File: src/rtl/ami_types_pkg.sv
// rtl/ami_types_pkg.sv - shared AMI request types and arbiter defaults
package AMITypes;

    typedef struct packed {
        logic [63:0] addr;
        logic        is_write;
        logic [5:0]  size;
    } AMIRequest;

    localparam int DNN_ARB_MAX_BURST_DEFAULT = 16;

endpackage

File: src/rtl/dnn_rr_pick.sv
// rtl/dnn_rr_pick.sv - combinational round-robin pick with owner hold
module dnn_rr_pick #(
    parameter int NUM_REQ = 2,
    parameter int IDX_W   = 1
) (
    input  logic [NUM_REQ-1:0] req_valid,
    input  logic [IDX_W-1:0]   owner,
    input  logic               hold,
    output logic [IDX_W-1:0]   sel,
    output logic               found
);

    int idx;

    // Scan ends on the owner itself, so a lone owner still wins past its burst limit.
    always_comb begin
        sel   = owner;
        found = 1'b0;
        idx   = 0;
        if (hold) begin
            found = 1'b1;
        end else begin
            for (int i = 1; i <= NUM_REQ; i++) begin
                idx = (int'(owner) + i) % NUM_REQ;
                if (!found && req_valid[IDX_W'(idx)]) begin
                    sel   = IDX_W'(idx);
                    found = 1'b1;
                end
            end
        end
    end

endmodule

File: src/rtl/dnn_ami_req_arbiter.sv
// rtl/dnn_ami_req_arbiter.sv - round-robin AMI request arbiter; stats built with DNN_ARB_STATS_EN
module dnn_ami_req_arbiter
    import AMITypes::*;
#(
    parameter int NUM_REQ   = 2,
    parameter int MAX_BURST = DNN_ARB_MAX_BURST_DEFAULT,
    parameter int BURST_W   = $clog2(MAX_BURST + 1),
    parameter int IDX_W     = (NUM_REQ > 1) ? $clog2(NUM_REQ) : 1
) (
    input  logic                        clk,
    input  logic                        rst,
    input  logic [NUM_REQ-1:0]          req_valid,
    input  AMIRequest [NUM_REQ-1:0]     req_in,
    output logic [NUM_REQ-1:0]          req_grant,
    output logic                        ami_req_valid,
    output AMIRequest                   ami_req,
    input  logic                        ami_req_grant,
    output logic [NUM_REQ-1:0][31:0]    stat_grants,
    output logic [31:0]                 stat_stall_cycles
);

    localparam logic [BURST_W-1:0] BURST_MAX = BURST_W'(MAX_BURST);

    logic [IDX_W-1:0]   owner;
    logic [BURST_W-1:0] burst_cnt;
    logic               out_valid;
    AMIRequest          out_req;

    logic               can_accept;
    logic               hold;
    logic [IDX_W-1:0]   sel;
    logic               found;
    logic               grant_any;

    assign can_accept = !out_valid || ami_req_grant;

    // burst_cnt is zero only after reset: no burst in progress, so the scan from owner+1 picks requester 0.
    assign hold = req_valid[owner] && (burst_cnt != '0) && (burst_cnt < BURST_MAX);

    dnn_rr_pick #(
        .NUM_REQ (NUM_REQ),
        .IDX_W   (IDX_W)
    ) u_pick (
        .req_valid (req_valid),
        .owner     (owner),
        .hold      (hold),
        .sel       (sel),
        .found     (found)
    );

    assign grant_any = !rst && can_accept && found;

    always_comb begin
        req_grant = '0;
        if (grant_any) begin
            req_grant[sel] = 1'b1;
        end
    end

    always_ff @(posedge clk or posedge rst) begin
        if (rst) begin
            owner     <= IDX_W'(NUM_REQ - 1);
            burst_cnt <= '0;
            out_valid <= 1'b0;
            out_req   <= '0;
        end else if (grant_any) begin
            out_req   <= req_in[sel];
            out_valid <= 1'b1;
            if (sel == owner) begin
                if (burst_cnt != BURST_MAX) begin
                    burst_cnt <= burst_cnt + 1'b1;
                end
            end else begin
                owner     <= sel;
                burst_cnt <= BURST_W'(1);
            end
        end else if (ami_req_grant && out_valid) begin
            out_valid <= 1'b0;
        end
    end

    assign ami_req_valid = out_valid;
    assign ami_req       = out_req;

`ifdef DNN_ARB_STATS_EN
    always_ff @(posedge clk or posedge rst) begin
        if (rst) begin
            stat_grants       <= '0;
            stat_stall_cycles <= '0;
        end else begin
            if (grant_any) begin
                stat_grants[sel] <= stat_grants[sel] + 32'd1;
            end
            if (out_valid && !ami_req_grant) begin
                stat_stall_cycles <= stat_stall_cycles + 32'd1;
            end
        end
    end
`else
    assign stat_grants       = '0;
    assign stat_stall_cycles = '0;
`endif

endmodule

File: config.mk
export PLATFORM = sky130hd
export DESIGN_NAME = dnn_ami_req_arbiter
export DESIGN_NICKNAME = d
export VERILOG_FILES = /design/src/rtl/ami_types_pkg.sv /design/src/rtl/dnn_rr_pick.sv /design/src/rtl/dnn_ami_req_arbiter.sv
export SDC_FILE = /design/constraint.sdc
export NUM_CORES = 1
export LEC_CHECK = 0
export BUFFER_PORTS_ARGS = -buffer_cell sky130_fd_sc_hd__buf_2
export CAP_MARGIN = 10
export CORE_MARGIN = 2
export CORE_UTILIZATION = 45
export CTS_CLUSTER_SIZE = 30
export DETAILED_ROUTE_END_ITERATION = 10
export GPL_ROUTABILITY_DRIVEN = 0
export HOLD_SLACK_MARGIN = 0.03
export PLACE_DENSITY = 0.83
export SLEW_MARGIN = 15
export SYNTH_ARGS = -nofsm -noshare
export SYNTH_HDL_FRONTEND = slang
export SYNTH_SLANG_ARGS = --single-unit
File: constraint.sdc
create_clock -name clk -period 8 [get_ports clk]
set_input_delay 0.8 -clock clk [delete_from_list [all_inputs] [get_ports clk]]
set_output_delay 0.8 -clock clk [all_outputs]
set_load 0.01 [all_outputs]
## Word level (Yosys, flattened, before mapping)

Index checks and enable logic that the tools add are counted.
W data, S select, Z words.

- Flip-flop bits (word level): 78
- Input bits: 147
- Output and inout port bits: 170
- Logic and storage cells: 56

- Add/sub/neg operators: 3
- $lt $le $gt $ge: 6
- Equality and inequality tests: 3
- Mux-type cells: 22
- Bitwise operators: 1
- Reduce and logical (&&, ||, !) cells: 15

Operators by type and width:

| operator | count |
|---|---|
| $mux W71 | 2 |
| $mux W1 | 16 |
| $mux W5 | 2 |
| $logic_and A1 B1 Y1 | 7 |
| $lt A1 B3 Y1 const B | 2 |
| $add A5 B1 Y5 const B | 1 |
| $lt A5 B5 Y1 const B | 1 |
| $ne A5 B5 Y1 const B | 1 |
| $reduce_bool A5 Y1 | 1 |
| $lt A1 B2 Y1 const B | 2 |
| $reduce_and A2 Y1 | 2 |
| $logic_not A1 Y1 | 3 |
| $add A1 B1 Y1 const B | 2 |
| $mux W2 | 1 |
| $ne A2 B1 Y1 const B | 1 |
| $reduce_bool A2 Y1 | 1 |
| $demux W1 S1 | 1 |
| $eq A1 B1 Y1 | 1 |
| $ge A1 B1 Y1 const B | 1 |
| $logic_or A1 B1 Y1 | 1 |
| $not A1 Y1 | 1 |

## Longest topological paths before layout

- Depth in word-level cells: 15
- Gate-level depth with buffers: 8
- Mapped depth without buffers: 6

## Cells and area by module

From an unflattened synthesis, not the netlist that was laid out.

- Cell total of the unflattened synthesis: 460
- Area, all modules: 4640.7 sq um

Modules (own cells, without submodules):

| module | times used | cells each | area an instance (sq um) | seq. area each (sq um) |
|---|---|---|---|---|
| dnn_ami_req_arbiter | 1 | 457 | 4604.4 | 1953.1 |
| dnn_rr_pick | 1 | 3 | 36.3 | 0.0 |

## Least setup slack after synthesis

No wires, ideal clock.

- Path type: in2out
- Start point: input rst
- End point: output req_grant[0]
- Arrival time: 3.535 ns
- Data required time: 7.200 ns
- Slack: 3.665 ns
- Cell stages on the path: 6
- Path buffers: 2
- Cell sequence: inv_1 > and2_1 > buf_2 > buf_1 > nand2_1 > nor2_1

- Word-level cells in the longest chain between the ends: 4

Ends and longest elaborated chain:

| what | line | source |
|---|---|---|
| from (decl) | dnn_ami_req_arbiter.sv:11 | `input logic rst,` |
| $logic_not A1 Y1 (no source line) | - |  |
| $logic_and A1 B1 Y1 (2 in a row) | dnn_ami_req_arbiter.sv:51 | `assign grant_any = !rst && can_accept && found;` |
| $mux W2 | dnn_ami_req_arbiter.sv:55 | `if (grant_any) begin` |
| to (decl) | dnn_ami_req_arbiter.sv:14 | `output logic [NUM_REQ-1:0] req_grant,` |

No other way between the ends.

## Worst setup path in the final report

- Start point: register owner
- End point: output req_grant[1]

- Word-level cells in the longest chain between the ends: 10
- Elaborated cells between the ends (all ways): 17
- Classes of those cells: 2 x add/sub; 2 x order compare; 9 x mux; 4 x reduce/logical

Ends and longest elaborated chain:

| what | line | source |
|---|---|---|
| from (decl) | dnn_ami_req_arbiter.sv:24 | `logic [IDX_W-1:0] owner;` |
| from (signal assigned) | dnn_ami_req_arbiter.sv:62 | `owner <= IDX_W'(NUM_REQ - 1);` |
| from (signal assigned) | dnn_ami_req_arbiter.sv:74 | `owner <= sel;` |
| $mux W1 (implied by the code) (2 in a row) | dnn_ami_req_arbiter.sv:38 | `assign hold = req_valid[owner] && (burst_cnt != '0) && (burst_cnt < BURST_MAX);` |
| $logic_and A1 B1 Y1 (2 in a row) | dnn_ami_req_arbiter.sv:38 |  |
| $mux W1 | dnn_rr_pick.sv:20 | `if (hold) begin` |
| $lt A1 B2 Y1 (implied by the code) or $ge A1 B1 Y1 (tied branches) | dnn_ami_req_arbiter.sv:56 | `req_grant[sel] = 1'b1;` |
| $logic_and A1 B1 Y1 (implied by the code) | dnn_ami_req_arbiter.sv:56 |  |
| $mux W1 (implied by the code) | dnn_ami_req_arbiter.sv:56 |  |
| $demux W1 S1 | dnn_ami_req_arbiter.sv:56 |  |
| $mux W2 * | dnn_ami_req_arbiter.sv:55 |  |

Every way passes the cells marked *; elsewhere a longest branch is shown, timed or not. The select of a mux whose other input is x is not followed.

==> run summary <==
Final Max Slew Viols: 0
Most common cell after layout, fill and taps aside: buf_2
MaxCap Viol Count: 0
GR peak layer: met2
Max clock buf depth: 2
Worst path required time: 7.20 ns
Status: completed
Flops & latches, synth: 78
Initial antenna violation count: 0
Port Buffers: 220
RSZ-0062 raised after global routing: false
Global Route Usage Sum: 22.4%
Post-synthesis cell type count: 33
Num CTS Buffers: 9
HP Class: input port to asynchronous set/reset pin
WL final: 17,200 um
Syn. warnings: 0
CP Launch Type: flop
Core ar.: 0.0138 mm^2
Tmin final: 3.57 ns
H-tree levels: 3
Final setup fails: 0
Hold Violations, Final: 0
Share of power burned in registers: 30.8%
DIE WIDTH: 123 um
Routed len/inst: 15.1 um
Worst slew pin tran: 0.895 ns
Placed Area: 0.00705 mm^2
Met3 global-route usage: 4.04%
Clock skew: 0.00757 ns
Max Freq: 280 MHz
CTS clock-pin slew for the worst setup and hold paths: 0.06 ns
Leakage Power: 3.45 nW
Largest net degree at the start of global routing: 87
DRC violations left: 0
Ratio of cells with drive above 1 in the final layout: 26.6%
Total Power: 2.34 mW
Vias in the first global route: 5,758
Arr. time, crit path: 2.77 ns
Met2 usage: 40.6%
Site row count: 43
Post-CTS resize count: 0
Gate power share: 52.0%
Sink Count: 78
CP Capture Type: output port
IO Pins: 317
Part of the cycle the worst path needs: 44.7%
Post-CTS setup buffers: 0
# fillers: 1,344
Overflow after GRT: 0
Initial Util: 45.8%
Switching Fraction: 43.2%
Syn avg cell area: 8.03 um^2
Detail Placement HPWL: 11,100 um
Clock Power Share: 17.2%
Vias: 6,139
Rel. slew slack: 40.4%
Fin Setup TNS: 0 ns
Commonest non-fill, non-tap cells in the layout: buf_2 (220), nor2_1 (216), o211ai_1 (142)
First-pass GRT wire length: 27,200 um
ANT nets after route: 0
Die H: 123 um
ANT cells: 0
Mapped cell area: 0.00633 mm^2
CTS tree: built
Area added between synthesis and finish: 16.0%
Finished Cell Area: 0.00734 mm^2
Sequential cell area fraction in the yosys report: 30.9%
Worst skew pair latency: 0.33 ns
Hold-fix buffers, CTS: 0
Final cell count without fillers: 1,140
Initial DRT Pass Iterations: 5
PD cells: 319 mW/mm^2
P_int: 1.33 mW
Detailed router's first-iteration violation count: 403
CP max FO: 60
Global Route met1 Usage: 26.3%
Inst Count DP: 1,124
Synth Instances: 788
NetSw: 1.01 mW
Drt via density: 5.39
Nets: 1,104
CP Class: flop to output port
Die area: 0.0150 mm^2
Clock Root Buffer: clkbuf_16
Peak VDD IR: 0.000172 V
kinds of logic (layout without fill, tap and decap cells):
group	Yosys count	in the layout	share of synthesized area, %
AND/OR/NAND/NOR	303	303	21.2
multiplexers	1	1	0.178
other	1	96	0.0593
adder cells (fa/ha/maj)	2	2	0.396
XOR/XNOR	2	2	0.277
AO/OA/AOI/OAI	226	226	29.8
buffers and inverters	175	252	17.2
flip-flops	78	78	30.9
state kept, by name, summed over array words and instances, names as in the netlist:
name,count
owner,1
burst_cnt,5
ami_req_valid,1
ami_req,71
power by group through the flow:
stage          sequential [mW]  combinational (mW)  clock (mW)
2_1_floorplan            0.769               0.798           0
3_3_place_gp             0.723                1.20           0
3_5_place_dp             0.720                1.23           0
4_1_cts                  0.719                1.22       0.416
5_1_grt                  0.742                1.34       0.430
6_report                 0.721                1.22       0.403
area by class of cell:
type / count / area [um^2] / area share, %
clock inverter: 6 / 62.6 / 0.853
tap: 180 / 225 / 3.07
inverter: 7 / 27.5 / 0.375
clock buffer: 10 / 229 / 3.12
sequential: 78 / 1950 / 26.6
timing repair buffer: 229 / 1170 / 15.9
multi-input combinational: 630 / 3670 / 50.0
cells in the mapped netlist:
| cell | number | area (um^2) |
|---|---|---|
| a21o_1 | 1 | 7.51 |
| a21oi_1 | 1 | 5.00 |
| a221o_1 | 1 | 10.0 |
| a221oi_2 | 1 | 15.0 |
| a31oi_1 | 2 | 12.5 |
| a41oi_2 | 1 | 16.3 |
| and2_1 | 2 | 12.5 |
| buf_1 | 1 | 3.75 |
| buf_2 | 19 | 95.1 |
| buf_4 | 97 | 728 |
| buf_6 | 6 | 67.6 |
| clkbuf_1 | 45 | 169 |
| conb_1 | 1 | 3.75 |
| dfrtp_1 | 77 | 1930 |
| dfstp_2 | 1 | 26.3 |
| ha_1 | 2 | 25.0 |
| inv_1 | 7 | 26.3 |
| mux2_2 | 1 | 11.3 |
| nand2_1 | 4 | 15.0 |
| nand2b_1 | 3 | 18.8 |
| nand3_1 | 2 | 10.0 |
| nand4_1 | 2 | 12.5 |
| nor2_1 | 217 | 815 |
| nor2b_1 | 71 | 444 |
| o211a_1 | 71 | 711 |
| o211ai_1 | 142 | 1070 |
| o21ai_0 | 2 | 10.0 |
| o22ai_1 | 2 | 12.5 |
| o2bb2ai_1 | 1 | 8.76 |
| o31a_1 | 1 | 8.76 |
| or2_2 | 1 | 6.26 |
| or3b_1 | 1 | 8.76 |
| xnor2_1 | 2 | 17.5 |
per-layer routing:
metal | routed length [um] | vias to the layer above
li1 | - | 2903
met1 | 7050 | 2942
met2 | 8740 | 268
met3 | 1130 | 26
met4 | 328 | 0
met5 | 0 | -
critical path, cell delays in order, from the launching register on:
cell and delay, ns:
dfstp_2 0.75, buf_4 0.59, nand2b_4 0.65, nand2b_1 0.19, a21oi_1 0.07, buf_2 0.15
path summary, 6_finish.rpt:
path,startpoint,to,slack (ns),cells past startpoint
min,rst,burst_cnt[2],0.52,2
max,owner,req_grant[1],4.43,5
max reg2reg,owner,ami_req[47],4.58,6
min in group clk,ami_req[40],ami_req[40],0.52,1
min reg2reg,ami_req[40],ami_req[40],0.52,1
max in group asynchronous,rst,ami_req[0],6.44,3
stage by stage:
stage | worst slack [ns] | hold WS [ns] | util [%]
after floorplan | 3.66 | 0.518 | -
after global placement | 4.67 | 0.508 | 51.0
after detailed placement | 4.58 | 0.510 | 51.0
after CTS | 4.45 | 0.525 | 53.1
after global routing | 4.29 | 0.545 | 53.1
final | 4.43 | 0.523 | 53.1
Note: power is estimated with default switching activity, not from simulation.
